===== src/rtl/cmp_n_fpga.sv =====
// ---------------------------------------------------------------------------
// cmp_n_fpga
//
// Two-operand unsigned comparator for a board with slide switches and two
// push buttons. Each button is synchronised, debounced and edge-detected; a
// debounced press captures the switch value into operand A or B. The
// comparison flags and a mode-selected result are registered every cycle.
//
// Parameters
//   WIDTH     operand width in bits (1..32)
//   DEBOUNCE  consecutive stable synchronised cycles before a button change
//             is accepted (1..2^20)
//
// Ports
//   clock   in   1      system clock, all state updates on the rising edge
//   reset   in   1      asynchronous, active-high reset
//   sw      in   WIDTH  operand value from the switches
//   btn_a   in   1      raw button, asynchronous; loads operand A
//   btn_b   in   1      raw button, asynchronous; loads operand B
//   mode    in   2      result select: 00 eq, 01 ne, 10 A<B, 11 A>B
//   opa     out  WIDTH  registered operand A
//   opb     out  WIDTH  registered operand B
//   eq      out  1      registered A==B
//   lt      out  1      registered A<B
//   gt      out  1      registered A>B
//   result  out  1      registered mode-selected flag
//   valid   out  1      both operands loaded since reset
// ---------------------------------------------------------------------------
module cmp_n_fpga #(
    parameter int WIDTH    = 4,
    parameter int DEBOUNCE = 16
) (
    input  logic             clock,
    input  logic             reset,
    input  logic [WIDTH-1:0] sw,
    input  logic             btn_a,
    input  logic             btn_b,
    input  logic [1:0]       mode,
    output logic [WIDTH-1:0] opa,
    output logic [WIDTH-1:0] opb,
    output logic             eq,
    output logic             lt,
    output logic             gt,
    output logic             result,
    output logic             valid
);

    localparam int             CW       = $clog2(DEBOUNCE + 1);
    localparam logic [CW-1:0]  CNT_LAST = CW'(DEBOUNCE - 1);

    // Index 0 is button A, index 1 is button B throughout.
    logic [1:0]         sync1_q, sync1_d;
    logic [1:0]         sync2_q, sync2_d;
    logic [1:0]         db_q,    db_d;
    logic [1:0]         load_q,  load_d;
    logic [1:0][CW-1:0] cnt_q,   cnt_d;

    logic [WIDTH-1:0]   opa_q, opa_d;
    logic [WIDTH-1:0]   opb_q, opb_d;
    logic               a_loaded_q, a_loaded_d;
    logic               b_loaded_q, b_loaded_d;
    logic               valid_q, valid_d;
    logic               eq_q, eq_d;
    logic               lt_q, lt_d;
    logic               gt_q, gt_d;
    logic               result_q, result_d;

    // Mode-selected comparison of the two operands (unsigned).
    function automatic logic mode_select(input logic [1:0]       m,
                                         input logic [WIDTH-1:0] a,
                                         input logic [WIDTH-1:0] b);
        logic r;
        case (m)
            2'b00:   r = (a == b);
            2'b01:   r = (a != b);
            2'b10:   r = (a <  b);
            default: r = (a >  b);
        endcase
        return r;
    endfunction

    // -----------------------------------------------------------------------
    // Synchroniser and debounce next-state
    // -----------------------------------------------------------------------
    always_comb begin
        sync1_d = {btn_b, btn_a};
        sync2_d = sync1_q;
        db_d    = db_q;
        load_d  = 2'b00;
        cnt_d   = '0;
        for (int i = 0; i < 2; i++) begin
            if (sync2_q[i] != db_q[i]) begin
                // The change has been stable for DEBOUNCE cycles when the
                // counter reaches DEBOUNCE-1 on this edge.
                if (cnt_q[i] == CNT_LAST) begin
                    db_d[i]   = sync2_q[i];
                    // Registered pulse only on a rising debounced level, so
                    // the operand captures one edge after db rises.
                    load_d[i] = sync2_q[i];
                end else begin
                    cnt_d[i] = cnt_q[i] + CW'(1);
                end
            end
        end
    end

    // -----------------------------------------------------------------------
    // Operand capture, flags and result next-state
    // -----------------------------------------------------------------------
    always_comb begin
        opa_d      = load_q[0] ? sw : opa_q;
        opb_d      = load_q[1] ? sw : opb_q;
        a_loaded_d = a_loaded_q | load_q[0];
        b_loaded_d = b_loaded_q | load_q[1];
        valid_d    = a_loaded_q & b_loaded_q;
        // Flags track the operands currently held, independent of valid.
        eq_d       = (opa_q == opb_q);
        lt_d       = (opa_q <  opb_q);
        gt_d       = (opa_q >  opb_q);
        result_d   = mode_select(mode, opa_q, opb_q);
    end

    // -----------------------------------------------------------------------
    // State registers
    // -----------------------------------------------------------------------
    always_ff @(posedge clock or posedge reset) begin
        if (reset) begin
            sync1_q    <= 2'b00;
            sync2_q    <= 2'b00;
            db_q       <= 2'b00;
            load_q     <= 2'b00;
            cnt_q      <= '0;
            opa_q      <= '0;
            opb_q      <= '0;
            a_loaded_q <= 1'b0;
            b_loaded_q <= 1'b0;
            valid_q    <= 1'b0;
            // Operands reset to equal values, so eq is the consistent flag.
            eq_q       <= 1'b1;
            lt_q       <= 1'b0;
            gt_q       <= 1'b0;
            result_q   <= 1'b0;
        end else begin
            sync1_q    <= sync1_d;
            sync2_q    <= sync2_d;
            db_q       <= db_d;
            load_q     <= load_d;
            cnt_q      <= cnt_d;
            opa_q      <= opa_d;
            opb_q      <= opb_d;
            a_loaded_q <= a_loaded_d;
            b_loaded_q <= b_loaded_d;
            valid_q    <= valid_d;
            eq_q       <= eq_d;
            lt_q       <= lt_d;
            gt_q       <= gt_d;
            result_q   <= result_d;
        end
    end

    assign opa    = opa_q;
    assign opb    = opb_q;
    assign eq     = eq_q;
    assign lt     = lt_q;
    assign gt     = gt_q;
    assign result = result_q;
    assign valid  = valid_q;

endmodule


===== config.mk =====
export PLATFORM = sky130hd
export DESIGN_NAME = cmp_n_fpga
export DESIGN_NICKNAME = d
export VERILOG_FILES = /design/src/rtl/cmp_n_fpga.sv
export SDC_FILE = /design/constraint.sdc
export NUM_CORES = 1
export LEC_CHECK = 0
export CORE_UTILIZATION = 53
export CTS_BUF_LIST = sky130_fd_sc_hd__clkbuf_2 sky130_fd_sc_hd__clkbuf_4 sky130_fd_sc_hd__clkbuf_8
export DETAILED_ROUTE_END_ITERATION = 10
export PLACE_DENSITY = 0.77
export SYNTH_ARGS = -nofsm -noshare
export SYNTH_HDL_FRONTEND = slang
export SYNTH_SLANG_ARGS = --single-unit

===== constraint.sdc =====
create_clock -name clock -period 1.7 [get_ports clock]
set_input_delay 0.34 -clock clock [delete_from_list [all_inputs] [get_ports clock]]
set_output_delay 0.34 -clock clock [all_outputs]
set_load 0.02 [all_outputs]

==> run_summary.xml, run 1 <==
<?xml version="1.0" encoding="UTF-8"?>
<metrics>
  <group name="grt">
    <metric name="leftover_overflow_at_the_end_of_global_routing" unit="">0</metric>
    <metric name="grt_max_degree" unit="">34</metric>
    <metric name="grt_antenna_before_repair" unit="">0</metric>
    <metric name="global_route.usage.total" unit="">0.196</metric>
    <metric name="first_pass_grt_wire_length" unit="um">3360</metric>
    <metric name="first_global_vias" unit="">807</metric>
  </group>
  <group name="timing">
    <metric name="total_setup_violations_reported_at_the_end_of_the_flow" unit="">0</metric>
    <metric name="final.period_utilization" unit="">0.966</metric>
    <metric name="period_minus_slack" unit="ns">1.64</metric>
    <metric name="number_of_pins_with_negative_max_slew_slack_in_the_final_report" unit="">0</metric>
    <metric name="final_critical_path_setup_slack" unit="ns">0.0586</metric>
    <metric name="fmax" unit="MHz">609</metric>
    <metric name="actual_transition_at_the_worst_max_transition_pin" unit="ns">0.387</metric>
    <metric name="unrepaired_setup_endpoints_after_global_routing" unit="">no</metric>
    <metric name="relSlewSlack" unit="">0.742</metric>
    <metric name="tns" unit="ns">0</metric>
    <metric name="clock-skew-final" unit="ns">0.00786</metric>
    <metric name="worst_hold_slack" unit="ns">0.359</metric>
    <metric name="final-hold-violation-count" unit="">0</metric>
  </group>
  <group name="logic_synthesis">
    <metric name="synth_area_leaders" unit="">sky130_fd_sc_hd__dfrtp_1, sky130_fd_sc_hd__mux2_2, sky130_fd_sc_hd__ha_1, sky130_fd_sc_hd__xor2_1, sky130_fd_sc_hd__nor2_1</metric>
    <metric name="largest_area_contributor_in_the_netlist" unit="">sky130_fd_sc_hd__dfrtp_1</metric>
    <metric name="synth.net_count" unit="">119</metric>
    <metric name="avgSynthCellArea" unit="um2">12.5</metric>
    <metric name="synth_seq_cells" unit="">33</metric>
    <metric name="yosysWarnings" unit="">0</metric>
    <metric name="post_synth_inst_count" unit="">103</metric>
    <metric name="synth.yosys.seq_area_share" unit="">0.645</metric>
    <metric name="post_synth_instance_area" unit="um2">1280</metric>
    <metric name="synth_largest_type_area_fraction" unit="">0.624</metric>
    <metric name="yosys.cell_types.count" unit="">19</metric>
  </group>
  <group name="min_path">
    <metric name="hold_class" unit="">reg2reg</metric>
  </group>
  <group name="clock_network">
    <metric name="worstSkewPairLatency" unit="ns">0.33</metric>
    <metric name="clock_path_buffers" unit="">2</metric>
    <metric name="clock_tree_from_tritoncts" unit="">built</metric>
    <metric name="tritoncts_buffer_count" unit="">5</metric>
    <metric name="clock_sink_count" unit="">33</metric>
    <metric name="cts-htree-levels" unit="">2</metric>
    <metric name="register_clock_pin_slew_on_the_reported_worst_setup_and_hold_paths" unit="ns">0.09</metric>
    <metric name="clockRootBuffer" unit="">sky130_fd_sc_hd__clkbuf_4</metric>
    <metric name="cts.repair_timing.setup_buffer_count" unit="">0</metric>
  </group>
  <group name="cells_and_area">
    <metric name="finalCoreUtilization" unit="">0.726</metric>
    <metric name="num_antenna_cells" unit="">0</metric>
    <metric name="ratio_of_cells_with_drive_above_1_in_the_final_layout" unit="">0.149</metric>
    <metric name="fin_nets" unit="">149</metric>
    <metric name="synth_to_layout_area_growth" unit="%">27.7</metric>
    <metric name="stdcell_area" unit="um2">1640</metric>
  </group>
  <group name="setup_path">
    <metric name="worst_path_largest_cell_delay" unit="ns">0.61</metric>
    <metric name="slowest_stage" unit="">sky130_fd_sc_hd__clkdlybuf4s50_1</metric>
    <metric name="cp_data_arrival_time" unit="ns">1.30</metric>
    <metric name="critical_path_start_end_classification" unit="">reg2out</metric>
    <metric name="crit_fanout" unit="">3</metric>
    <metric name="worst_setup_path_start_kind" unit="">flop</metric>
    <metric name="cp_cell_sequence" unit="">clkdlybuf4s50_1</metric>
    <metric name="path_delay_family" unit="">buffers and inverters</metric>
    <metric name="end_kind" unit="">primary output</metric>
    <metric name="crit_buf_inv" unit="">1</metric>
    <metric name="worstPathRequired" unit="ns">1.36</metric>
  </group>
  <group name="pwr">
    <metric name="powerDensity" unit="nW/um2">917</metric>
    <metric name="comb_power_share" unit="">0.050</metric>
    <metric name="cellInternalPower" unit="W">0.00121</metric>
    <metric name="static-leakage-power" unit="nW">0.875</metric>
    <metric name="vdd_ir_drop_max" unit="mV">0.832</metric>
    <metric name="netSwitchingPower" unit="W">0.000293</metric>
    <metric name="power.sequential.fraction" unit="">0.542</metric>
    <metric name="power.switching_fraction" unit="">0.195</metric>
    <metric name="power.share.clock" unit="">0.408</metric>
  </group>
  <group name="routing">
    <metric name="detail_route.wirelength" unit="um">2010</metric>
    <metric name="drt-wirelength-per-cell" unit="um">12.4</metric>
    <metric name="initialDrtViolationCount" unit="">4</metric>
    <metric name="ant_nets" unit="">0</metric>
    <metric name="vias_per_cell" unit="">4.95</metric>
    <metric name="number_of_iterations_in_the_first_detailed_routing_pass" unit="">2</metric>
    <metric name="drt_drc_violations_left" unit="">0</metric>
    <metric name="detailroute.via_count" unit="">802</metric>
  </group>
  <group name="placement">
    <metric name="detailed_place_hpwl" unit="um">1470</metric>
    <metric name="io_buffer_count" unit="">22</metric>
    <metric name="placed_area" unit="um2">1550</metric>
    <metric name="place_congestion" unit="">0.785</metric>
    <metric name="place_ws" unit="ns">0.120</metric>
  </group>
  <group name="die">
    <metric name="core_area" unit="um2">2250</metric>
    <metric name="initial_utilization" unit="">0.569</metric>
    <metric name="die-area" unit="um2">2620</metric>
    <metric name="ioPinCount" unit="">23</metric>
    <metric name="dieHeight" unit="um">51.2</metric>
    <metric name="die_w" unit="um">51.2</metric>
    <metric name="floorplan.rows" unit="">17</metric>
  </group>
  <group name="status">
    <metric name="outcome" unit="">finished clean</metric>
  </group>
  <group name="flow_run">
    <metric name="maxCapViolations" unit="">0</metric>
  </group>
</metrics>
## flip-flops by register name, indices dropped and copies added (netlist names)
signal	count
cnt_q	10
opa	4
opb	4
db_q	2
load_q	2
sync1_q	2
sync2_q	2
a_loaded_q	1
b_loaded_q	1
eq	1
gt	1
lt	1
result	1
valid	1
## power by group through the flow
stage / clock network (W) / logic [W] / registers (W)
after global routing: 0.000671 / 0.0000849 / 0.000817
final: 0.000613 / 0.0000745 / 0.000814
after detailed placement: 0 / 0.0000758 / 0.000830
after CTS: 0.000635 / 0.0000765 / 0.000815
after floorplan: 0 / 0.0000367 / 0.000830
after global placement: 0 / 0.0000732 / 0.000829
## layout by cell type (no fill, tap or decap), drive strengths merged, types with 6 or more instances in the layout
cell           instances
dfrtp                 32
clkdlybuf4s50         19
nor2                  12
inv                    8
mux2                   7
o21ai                  7
clkbuf                 7
nand2                  6
xor2                   6
ha                     6
## synthesized netlist by cell type
| cell | number |
|---|---|
| sky130_fd_sc_hd__ha_1 | 6 |
| sky130_fd_sc_hd__inv_1 | 8 |
| sky130_fd_sc_hd__xor2_1 | 6 |
| sky130_fd_sc_hd__and2_1 | 3 |
| sky130_fd_sc_hd__nand2_1 | 6 |
| sky130_fd_sc_hd__a31oi_1 | 1 |
| sky130_fd_sc_hd__a21o_1 | 1 |
| sky130_fd_sc_hd__and3_1 | 2 |
| sky130_fd_sc_hd__o21ai_0 | 7 |
| sky130_fd_sc_hd__mux2_2 | 7 |
| sky130_fd_sc_hd__nor2_1 | 12 |
| sky130_fd_sc_hd__dfrtp_1 | 32 |
| sky130_fd_sc_hd__or3_1 | 1 |
| sky130_fd_sc_hd__nand2b_1 | 1 |
| sky130_fd_sc_hd__dfstp_2 | 1 |
| sky130_fd_sc_hd__or2_2 | 2 |
| sky130_fd_sc_hd__nand3_1 | 4 |
| sky130_fd_sc_hd__nor4b_1 | 2 |
| sky130_fd_sc_hd__a21oi_2 | 1 |
## through the flow
step | power (W) | std cells
CTS | 0.00153 | 162
detailed placement | 0.000906 | 154
finish | 0.00150 | 162
global placement | 0.000902 | 154
global route | 0.00157 | 162
floorplan | 0.000867 | 103
## routing by layer
layer / vias up / global-route usage / share of wire
li1: 402 / - / -
met3: 6 / 0.101 / 0.059
met2: 25 / 0.307 / 0.50
met4: 0 / 0.125 / 0.027
met1: 369 / 0.206 / 0.42
met5: - / 0 / 0
## area by class of cell
class | instances | area (um2)
sequential | 33 | 827
fill | 162 | 617
multi-input combinational | 62 | 425
timing repair buffer | 23 | 231
clock buffer | 7 | 58.8
tap | 28 | 35.0
clock inverter | 1 | 30.0
inverter | 8 | 30.0
## final timing paths
check | start | to | slack [ns] | depth (start not counted)
max | opa[3] | opa[3] | 0.06 | 1
min | sync1_q[1] | sync2_q[1] | 0.36 | 0
max reg2reg | opb[3] | result | 0.10 | 6
min reg2reg | sync1_q[1] | sync2_q[1] | 0.36 | 0
max in group asynchronous | reset | eq | 1.00 | 3
min in group asynchronous | reset | cnt_q[9] | 0.37 | 3
## cell families (layout without fill, tap and decap cells)
kind of cell,after synthesis,count (layout),share of synthesized area
DFF,33,33,0.645
and+or+nand+nor,33,33,0.126
AOI/OAI and AO/OA,10,10,0.0449
buffers and inverters,8,39,0.0234
muxes,7,7,0.0615
adders and majority gates,6,6,0.0585
xor gates and xnor gates,6,6,0.0410
## timing repair
| item | CTS | global route |
|---|---|---|
| resized for setup | 1 | 2 |
| hold endpoints to repair | 0 | 0 |
| hold buffers | 0 | 0 |
| setup endpoints to repair | 1 | 2 |
Note: power is estimated with default switching activity, not from simulation.
==> run 2, diff against run 1 <==
--- a/config.mk
+++ b/config.mk
@@ -9,6 +9,7 @@
 export CTS_BUF_LIST = sky130_fd_sc_hd__clkbuf_2 sky130_fd_sc_hd__clkbuf_4 sky130_fd_sc_hd__clkbuf_8
 export DETAILED_ROUTE_END_ITERATION = 10
 export PLACE_DENSITY = 0.77
+export SKIP_CTS_REPAIR_TIMING = 1
 export SYNTH_ARGS = -nofsm -noshare
 export SYNTH_HDL_FRONTEND = slang
 export SYNTH_SLANG_ARGS = --single-unit
==> run_summary.xml, run 2 (same netlist as run 1, synthesis figures left out) <==
<?xml version="1.0" encoding="UTF-8"?>
<metrics>
  <group name="grt">
    <metric name="grt_antenna_before_repair" unit="">0</metric>
    <metric name="first_global_vias" unit="">807</metric>
    <metric name="grt_max_degree" unit="">34</metric>
    <metric name="global_route.peak_usage_layer" unit="">met2</metric>
    <metric name="global_route.usage.met3" unit="">0.101</metric>
    <metric name="grt_util_met2" unit="">0.307</metric>
    <metric name="leftover_overflow_at_the_end_of_global_routing" unit="">0</metric>
    <metric name="use_met1" unit="">0.206</metric>
    <metric name="first_pass_grt_wire_length" unit="um">3360</metric>
    <metric name="global_route.usage.total" unit="">0.196</metric>
  </group>
  <group name="setup_path">
    <metric name="ff2ff_setup_slack" unit="ns">0.10</metric>
    <metric name="worstPathRequired" unit="ns">1.36</metric>
    <metric name="worst_path_largest_cell_delay" unit="ns">0.61</metric>
    <metric name="cp_cell_sequence" unit="">clkdlybuf4s50_1</metric>
    <metric name="crit_fanout" unit="">3</metric>
    <metric name="slowest_stage" unit="">sky130_fd_sc_hd__clkdlybuf4s50_1</metric>
    <metric name="cp_data_arrival_time" unit="ns">1.30</metric>
    <metric name="rr_startpoint" unit="">opb[3]</metric>
    <metric name="critical_path_start_end_classification" unit="">reg2out</metric>
    <metric name="crit_buf_inv" unit="">1</metric>
    <metric name="setup.worst_path.start" unit="">opa[3]</metric>
    <metric name="path_delay_family" unit="">buffers and inverters</metric>
    <metric name="worst_setup_path_start_kind" unit="">flop</metric>
    <metric name="r2r_cells" unit="">6</metric>
    <metric name="r2r_end" unit="">result</metric>
    <metric name="end_kind" unit="">primary output</metric>
    <metric name="critical_path.endpoint" unit="">opa[3]</metric>
    <metric name="cp_num_cells" unit="">1</metric>
  </group>
  <group name="pwr">
    <metric name="power.share.clock" unit="">0.408</metric>
    <metric name="comb_power_share" unit="">0.050</metric>
    <metric name="netSwitchingPower" unit="W">0.000293</metric>
    <metric name="power.switching_fraction" unit="">0.195</metric>
    <metric name="power.sequential.fraction" unit="">0.542</metric>
    <metric name="static-leakage-power" unit="nW">0.889</metric>
    <metric name="vdd_ir_drop_max" unit="mV">0.832</metric>
    <metric name="cellInternalPower" unit="W">0.00121</metric>
    <metric name="powerDensity" unit="nW/um2">914</metric>
  </group>
  <group name="cells_and_area">
    <metric name="most_frequent_standard_cell_in_the_layout_excluding_fill_and_tap_cells" unit="">sky130_fd_sc_hd__dfrtp_1</metric>
    <metric name="mostFrequentLayoutCells" unit="">sky130_fd_sc_hd__dfrtp_1, sky130_fd_sc_hd__clkdlybuf4s50_1, sky130_fd_sc_hd__nor2_1</metric>
    <metric name="synth_to_layout_area_growth" unit="%">28.0</metric>
    <metric name="finish.cell_count_without_fillers" unit="">162</metric>
    <metric name="largest_register" unit="">cnt_q</metric>
    <metric name="fin_nets" unit="">149</metric>
    <metric name="num_antenna_cells" unit="">0</metric>
    <metric name="largest_register_ffs" unit="">10</metric>
    <metric name="ratio_of_cells_with_drive_above_1_in_the_final_layout" unit="">0.149</metric>
    <metric name="finalCoreUtilization" unit="">0.728</metric>
    <metric name="fillCellCount" unit="">160</metric>
  </group>
  <group name="routing">
    <metric name="detail_route.wirelength" unit="um">2020</metric>
    <metric name="number_of_iterations_in_the_first_detailed_routing_pass" unit="">2</metric>
    <metric name="detailroute.via_count" unit="">802</metric>
    <metric name="initialDrtViolationCount" unit="">4</metric>
    <metric name="vias_per_cell" unit="">4.95</metric>
    <metric name="drt_drc_violations_left" unit="">0</metric>
    <metric name="drt-wirelength-per-cell" unit="um">12.5</metric>
    <metric name="ant_nets" unit="">0</metric>
  </group>
  <group name="timing">
    <metric name="clock-skew-final" unit="ns">0.00786</metric>
    <metric name="unrepaired_setup_endpoints_after_global_routing" unit="">no</metric>
    <metric name="actual_transition_at_the_worst_max_transition_pin" unit="ns">0.387</metric>
    <metric name="final_critical_path_setup_slack" unit="ns">0.0586</metric>
    <metric name="number_of_pins_with_negative_max_slew_slack_in_the_final_report" unit="">0</metric>
    <metric name="period_minus_slack" unit="ns">1.64</metric>
    <metric name="total_setup_violations_reported_at_the_end_of_the_flow" unit="">0</metric>
    <metric name="fmax" unit="MHz">609</metric>
    <metric name="worst_hold_slack" unit="ns">0.359</metric>
    <metric name="final.period_utilization" unit="">0.966</metric>
    <metric name="final-hold-violation-count" unit="">0</metric>
    <metric name="relSlewSlack" unit="">0.742</metric>
  </group>
  <group name="placement">
    <metric name="io_buffer_count" unit="">22</metric>
    <metric name="place_congestion" unit="">0.785</metric>
    <metric name="post-place-cells" unit="">154</metric>
    <metric name="place_ws" unit="ns">0.120</metric>
    <metric name="detailed_place_hpwl" unit="um">1470</metric>
  </group>
  <group name="die">
    <metric name="ioPinCount" unit="">23</metric>
    <metric name="die_w" unit="um">51.2</metric>
    <metric name="die-area" unit="um2">2620</metric>
    <metric name="floorplan.rows" unit="">17</metric>
    <metric name="initial_utilization" unit="">0.569</metric>
    <metric name="core_area" unit="um2">2250</metric>
    <metric name="dieHeight" unit="um">51.2</metric>
  </group>
  <group name="clock_network">
    <metric name="tritoncts_buffer_count" unit="">5</metric>
    <metric name="register_clock_pin_slew_on_the_reported_worst_setup_and_hold_paths" unit="ns">0.09</metric>
    <metric name="cts-htree-levels" unit="">2</metric>
    <metric name="clockRootBuffer" unit="">sky130_fd_sc_hd__clkbuf_4</metric>
    <metric name="worstSkewPairLatency" unit="ns">0.33</metric>
    <metric name="clock_sink_count" unit="">33</metric>
    <metric name="clock_path_buffers" unit="">2</metric>
    <metric name="clock_tree_from_tritoncts" unit="">built</metric>
  </group>
  <group name="min_path">
    <metric name="holdPathStages" unit="">0</metric>
    <metric name="hold_class" unit="">reg2reg</metric>
  </group>
  <group name="flow_run">
    <metric name="maxCapViolations" unit="">0</metric>
  </group>
  <group name="status">
    <metric name="outcome" unit="">finished clean</metric>
  </group>
</metrics>
-- run 2: metrics by stage --
step	TNS (ns)	power, W	cell area (um2)
after floorplan	0	0.000867	1280
after global placement	0	0.000902	1550
after detailed placement	0	0.000906	1550
after CTS	-0.0966	0.00153	1630
after global routing	0	0.00157	1640
final	0	0.00150	1640
-- run 2: worst min path at each step --
stage / from / endpoint / slack [ns]
final: sync1_q[1] / sync2_q[1] / 0.36
after CTS: sync1_q[1] / sync2_q[1] / 0.36
after floorplan: sync1_q[0] / sync2_q[0] / 0.33
after global placement: sync1_q[1] / sync2_q[1] / 0.33
after global routing: sync1_q[1] / sync2_q[1] / 0.38
after detailed placement: sync1_q[1] / sync2_q[1] / 0.34
-- run 2: cell type report --
cell class / count / area [um2] / share of cell area
clock buffers: 7 / 58.8 / 0.0358
clock inverters: 1 / 30.0 / 0.0183
inverters: 8 / 30.0 / 0.0183
multi-input cells: 62 / 425 / 0.259
flip-flops and latches: 33 / 827 / 0.504
well taps: 28 / 35.0 / 0.0213
repair buffers: 23 / 235 / 0.143
-- run 2: power groups by stage --
stage                     sequential [W]  combinational (W)  clock, W
after detailed placement        0.000830          0.0000758         0
final                           0.000814          0.0000745  0.000613
after global routing            0.000817          0.0000849  0.000671
after global placement          0.000829          0.0000732         0
after floorplan                 0.000830          0.0000367         0
after CTS                       0.000815          0.0000765  0.000635
-- run 2: per-layer routing --
| layer | vias to the layer above | wire length (um) |
|---|---|---|
| met4 | 0 | 54 |
| met5 | - | 0 |
| li1 | 402 | - |
| met2 | 25 | 998 |
| met3 | 6 | 119 |
| met1 | 369 | 850 |
==> run 3, diff against run 2 <==
--- a/config.mk
+++ b/config.mk
@@ -8,6 +8,7 @@
 export CORE_UTILIZATION = 53
 export CTS_BUF_LIST = sky130_fd_sc_hd__clkbuf_2 sky130_fd_sc_hd__clkbuf_4 sky130_fd_sc_hd__clkbuf_8
 export DETAILED_ROUTE_END_ITERATION = 10
+export GPL_TIMING_DRIVEN = 0
 export PLACE_DENSITY = 0.77
 export SKIP_CTS_REPAIR_TIMING = 1
 export SYNTH_ARGS = -nofsm -noshare
==> constraint.sdc (replaced) <==
create_clock -name clock -period 1.7 [get_ports clock]
set_input_delay 0.425 -clock clock [delete_from_list [all_inputs] [get_ports clock]]
set_output_delay 0.425 -clock clock [all_outputs]
set_load 0.02 [all_outputs]
==> run_summary.xml, run 3 (same netlist as run 1, synthesis figures left out) <==
<?xml version="1.0" encoding="UTF-8"?>
<metrics>
  <group name="status">
    <metric name="outcome" unit="">finished clean</metric>
  </group>
  <group name="pwr">
    <metric name="power.share.clock" unit="">0.353</metric>
    <metric name="powerDensity" unit="nW/um2">829</metric>
    <metric name="netSwitchingPower" unit="W">0.000298</metric>
    <metric name="cellInternalPower" unit="W">0.00108</metric>
    <metric name="static-leakage-power" unit="nW">0.970</metric>
    <metric name="comb_power_share" unit="">0.058</metric>
    <metric name="power.switching_fraction" unit="">0.216</metric>
    <metric name="power.sequential.fraction" unit="">0.589</metric>
    <metric name="vdd_ir_drop_max" unit="mV">0.742</metric>
  </group>
  <group name="routing">
    <metric name="detail_route.wirelength" unit="um">2110</metric>
    <metric name="vias_per_cell" unit="">5.09</metric>
    <metric name="ant_nets" unit="">0</metric>
    <metric name="initialDrtViolationCount" unit="">17</metric>
    <metric name="drt_drc_violations_left" unit="">0</metric>
    <metric name="drt-wirelength-per-cell" unit="um">13.0</metric>
    <metric name="detailroute.via_count" unit="">825</metric>
    <metric name="number_of_iterations_in_the_first_detailed_routing_pass" unit="">3</metric>
  </group>
  <group name="grt">
    <metric name="global_route.usage.total" unit="">0.190</metric>
    <metric name="first_pass_grt_wire_length" unit="um">3350</metric>
    <metric name="grt_max_degree" unit="">34</metric>
    <metric name="grt_antenna_before_repair" unit="">0</metric>
    <metric name="first_global_vias" unit="">841</metric>
    <metric name="leftover_overflow_at_the_end_of_global_routing" unit="">0</metric>
  </group>
  <group name="cells_and_area">
    <metric name="fin_nets" unit="">149</metric>
    <metric name="mostFrequentLayoutCells" unit="">sky130_fd_sc_hd__dfrtp_1, sky130_fd_sc_hd__dlymetal6s2s_1, sky130_fd_sc_hd__nor2_1</metric>
    <metric name="regArea" unit="um2">827</metric>
    <metric name="num_antenna_cells" unit="">0</metric>
    <metric name="fillCellCount" unit="">159</metric>
    <metric name="synth_to_layout_area_growth" unit="%">30.0</metric>
    <metric name="multiInputGateArea" unit="um2">425</metric>
    <metric name="finalCoreUtilization" unit="">0.740</metric>
    <metric name="stdcell_area" unit="um2">1670</metric>
    <metric name="largest_register" unit="">cnt_q</metric>
    <metric name="ratio_of_cells_with_drive_above_1_in_the_final_layout" unit="">0.149</metric>
    <metric name="largest_register_ffs" unit="">10</metric>
    <metric name="most_frequent_standard_cell_in_the_layout_excluding_fill_and_tap_cells" unit="">sky130_fd_sc_hd__dfrtp_1</metric>
  </group>
  <group name="setup_path">
    <metric name="worst_setup_path_start_kind" unit="">flop</metric>
    <metric name="end_kind" unit="">flop</metric>
    <metric name="worstPathRequired" unit="ns">1.95</metric>
    <metric name="critical_path_start_end_classification" unit="">reg2reg</metric>
    <metric name="crit_fanout" unit="">3</metric>
    <metric name="cp_data_arrival_time" unit="ns">1.81</metric>
  </group>
  <group name="die">
    <metric name="initial_utilization" unit="">0.569</metric>
    <metric name="core_area" unit="um2">2250</metric>
    <metric name="die-area" unit="um2">2620</metric>
    <metric name="die_w" unit="um">51.2</metric>
    <metric name="floorplan.rows" unit="">17</metric>
    <metric name="ioPinCount" unit="">23</metric>
    <metric name="dieHeight" unit="um">51.2</metric>
  </group>
  <group name="placement">
    <metric name="place_ws" unit="ns">-0.147</metric>
    <metric name="place_congestion" unit="">0.650</metric>
    <metric name="detailed_place_hpwl" unit="um">1460</metric>
    <metric name="io_buffer_count" unit="">22</metric>
    <metric name="placed_area" unit="um2">1540</metric>
  </group>
  <group name="clock_network">
    <metric name="register_clock_pin_slew_on_the_reported_worst_setup_and_hold_paths" unit="ns">0.10</metric>
    <metric name="clockRootBuffer" unit="">sky130_fd_sc_hd__clkbuf_4</metric>
    <metric name="clock_tree_from_tritoncts" unit="">built</metric>
    <metric name="clock_sink_count" unit="">33</metric>
    <metric name="cts-htree-levels" unit="">2</metric>
    <metric name="clock_path_buffers" unit="">2</metric>
    <metric name="tritoncts_buffer_count" unit="">5</metric>
    <metric name="worstSkewPairLatency" unit="ns">0.32</metric>
  </group>
  <group name="timing">
    <metric name="final.period_utilization" unit="">0.919</metric>
    <metric name="number_of_pins_with_negative_max_slew_slack_in_the_final_report" unit="">0</metric>
    <metric name="final_critical_path_setup_slack" unit="ns">0.138</metric>
    <metric name="final-hold-violation-count" unit="">0</metric>
    <metric name="relSlewSlack" unit="">0.551</metric>
    <metric name="clock-skew-final" unit="ns">0.00528</metric>
    <metric name="period_minus_slack" unit="ns">1.56</metric>
    <metric name="fmax" unit="MHz">640</metric>
    <metric name="total_setup_violations_reported_at_the_end_of_the_flow" unit="">0</metric>
    <metric name="unrepaired_setup_endpoints_after_global_routing" unit="">no</metric>
    <metric name="actual_transition_at_the_worst_max_transition_pin" unit="ns">0.672</metric>
  </group>
  <group name="min_path">
    <metric name="hold_class" unit="">reg2reg</metric>
  </group>
  <group name="flow_run">
    <metric name="maxCapViolations" unit="">0</metric>
  </group>
</metrics>
==> run 3: cell count changes in the layout (fill, tap and decap cells not counted), sizes merged <==
cell           previous run  this run
clkinv                    0         1
clkdlybuf4s50            19         9
dlymetal6s2s              3        13
bufinv                    1         0
==> run 3: through the flow <==
step | total power, W | hold WS [ns] | TNS (ns) | std cells
after floorplan | 0.000867 | 0.331 | 0 | 103
after global placement | 0.000900 | 0.333 | -3.64 | 153
after detailed placement | 0.000904 | 0.340 | -4.68 | 153
after CTS | 0.00139 | 0.363 | -0.444 | 161
after global routing | 0.00145 | 0.379 | 0 | 162
final | 0.00138 | 0.363 | 0 | 162
==> run 3: cell type report <==
cell class | instances | share of cell area
Timing Repair Buffer | 23 | 0.168
Inverter | 8 | 0.0180
Sequential cell | 33 | 0.496
Clock inverter | 1 | 0.00300
Tap cell | 28 | 0.0210
Multi-Input combinational cell | 62 | 0.255
Clock buffer | 7 | 0.0390
==> run 3: worst max-delay path: stages, from the launching register on <==
cell and delay [ns]:
sky130_fd_sc_hd__dfrtp_1 0.40, sky130_fd_sc_hd__ha_1 0.30, sky130_fd_sc_hd__nand2_1 0.07, sky130_fd_sc_hd__nor2_1 0.22, sky130_fd_sc_hd__mux2_2 0.37, sky130_fd_sc_hd__a31oi_1 0.13
==> run 3: path summary, 6_finish.rpt <==
path                       startpoint         end  slack (ns)  cells after the start
min in group asynchronous       reset  sync2_q[1]        0.49                      2
min reg2reg                sync1_q[1]  sync2_q[1]        0.36                      0
max                            opa[3]      result        0.14                      5
max in group asynchronous       reset          eq        0.61                      3
max reg2reg                    opa[3]      result        0.14                      5
min                        sync1_q[1]  sync2_q[1]        0.36                      0
==> run 3: per-layer routing <==
| metal | vias up | global-route usage | wire length [um] |
|---|---|---|---|
| met5 | - | 0 | 0 |
| met1 | 401 | 0.204 | 887 |
| met3 | 4 | 0.0833 | 107 |
| met4 | 0 | 0.106 | 47 |
| li1 | 401 | - | - |
| met2 | 19 | 0.309 | 1070 |
==> run 3: power by group through the flow <==
stage	logic (W)	clock network, W	registers (W)
after CTS	0.0000746	0.000499	0.000815
after global placement	0.0000712	0	0.000829
final	0.0000804	0.000488	0.000814
after global routing	0.0000926	0.000536	0.000817
after detailed placement	0.0000740	0	0.000830
after floorplan	0.0000367	0	0.000830
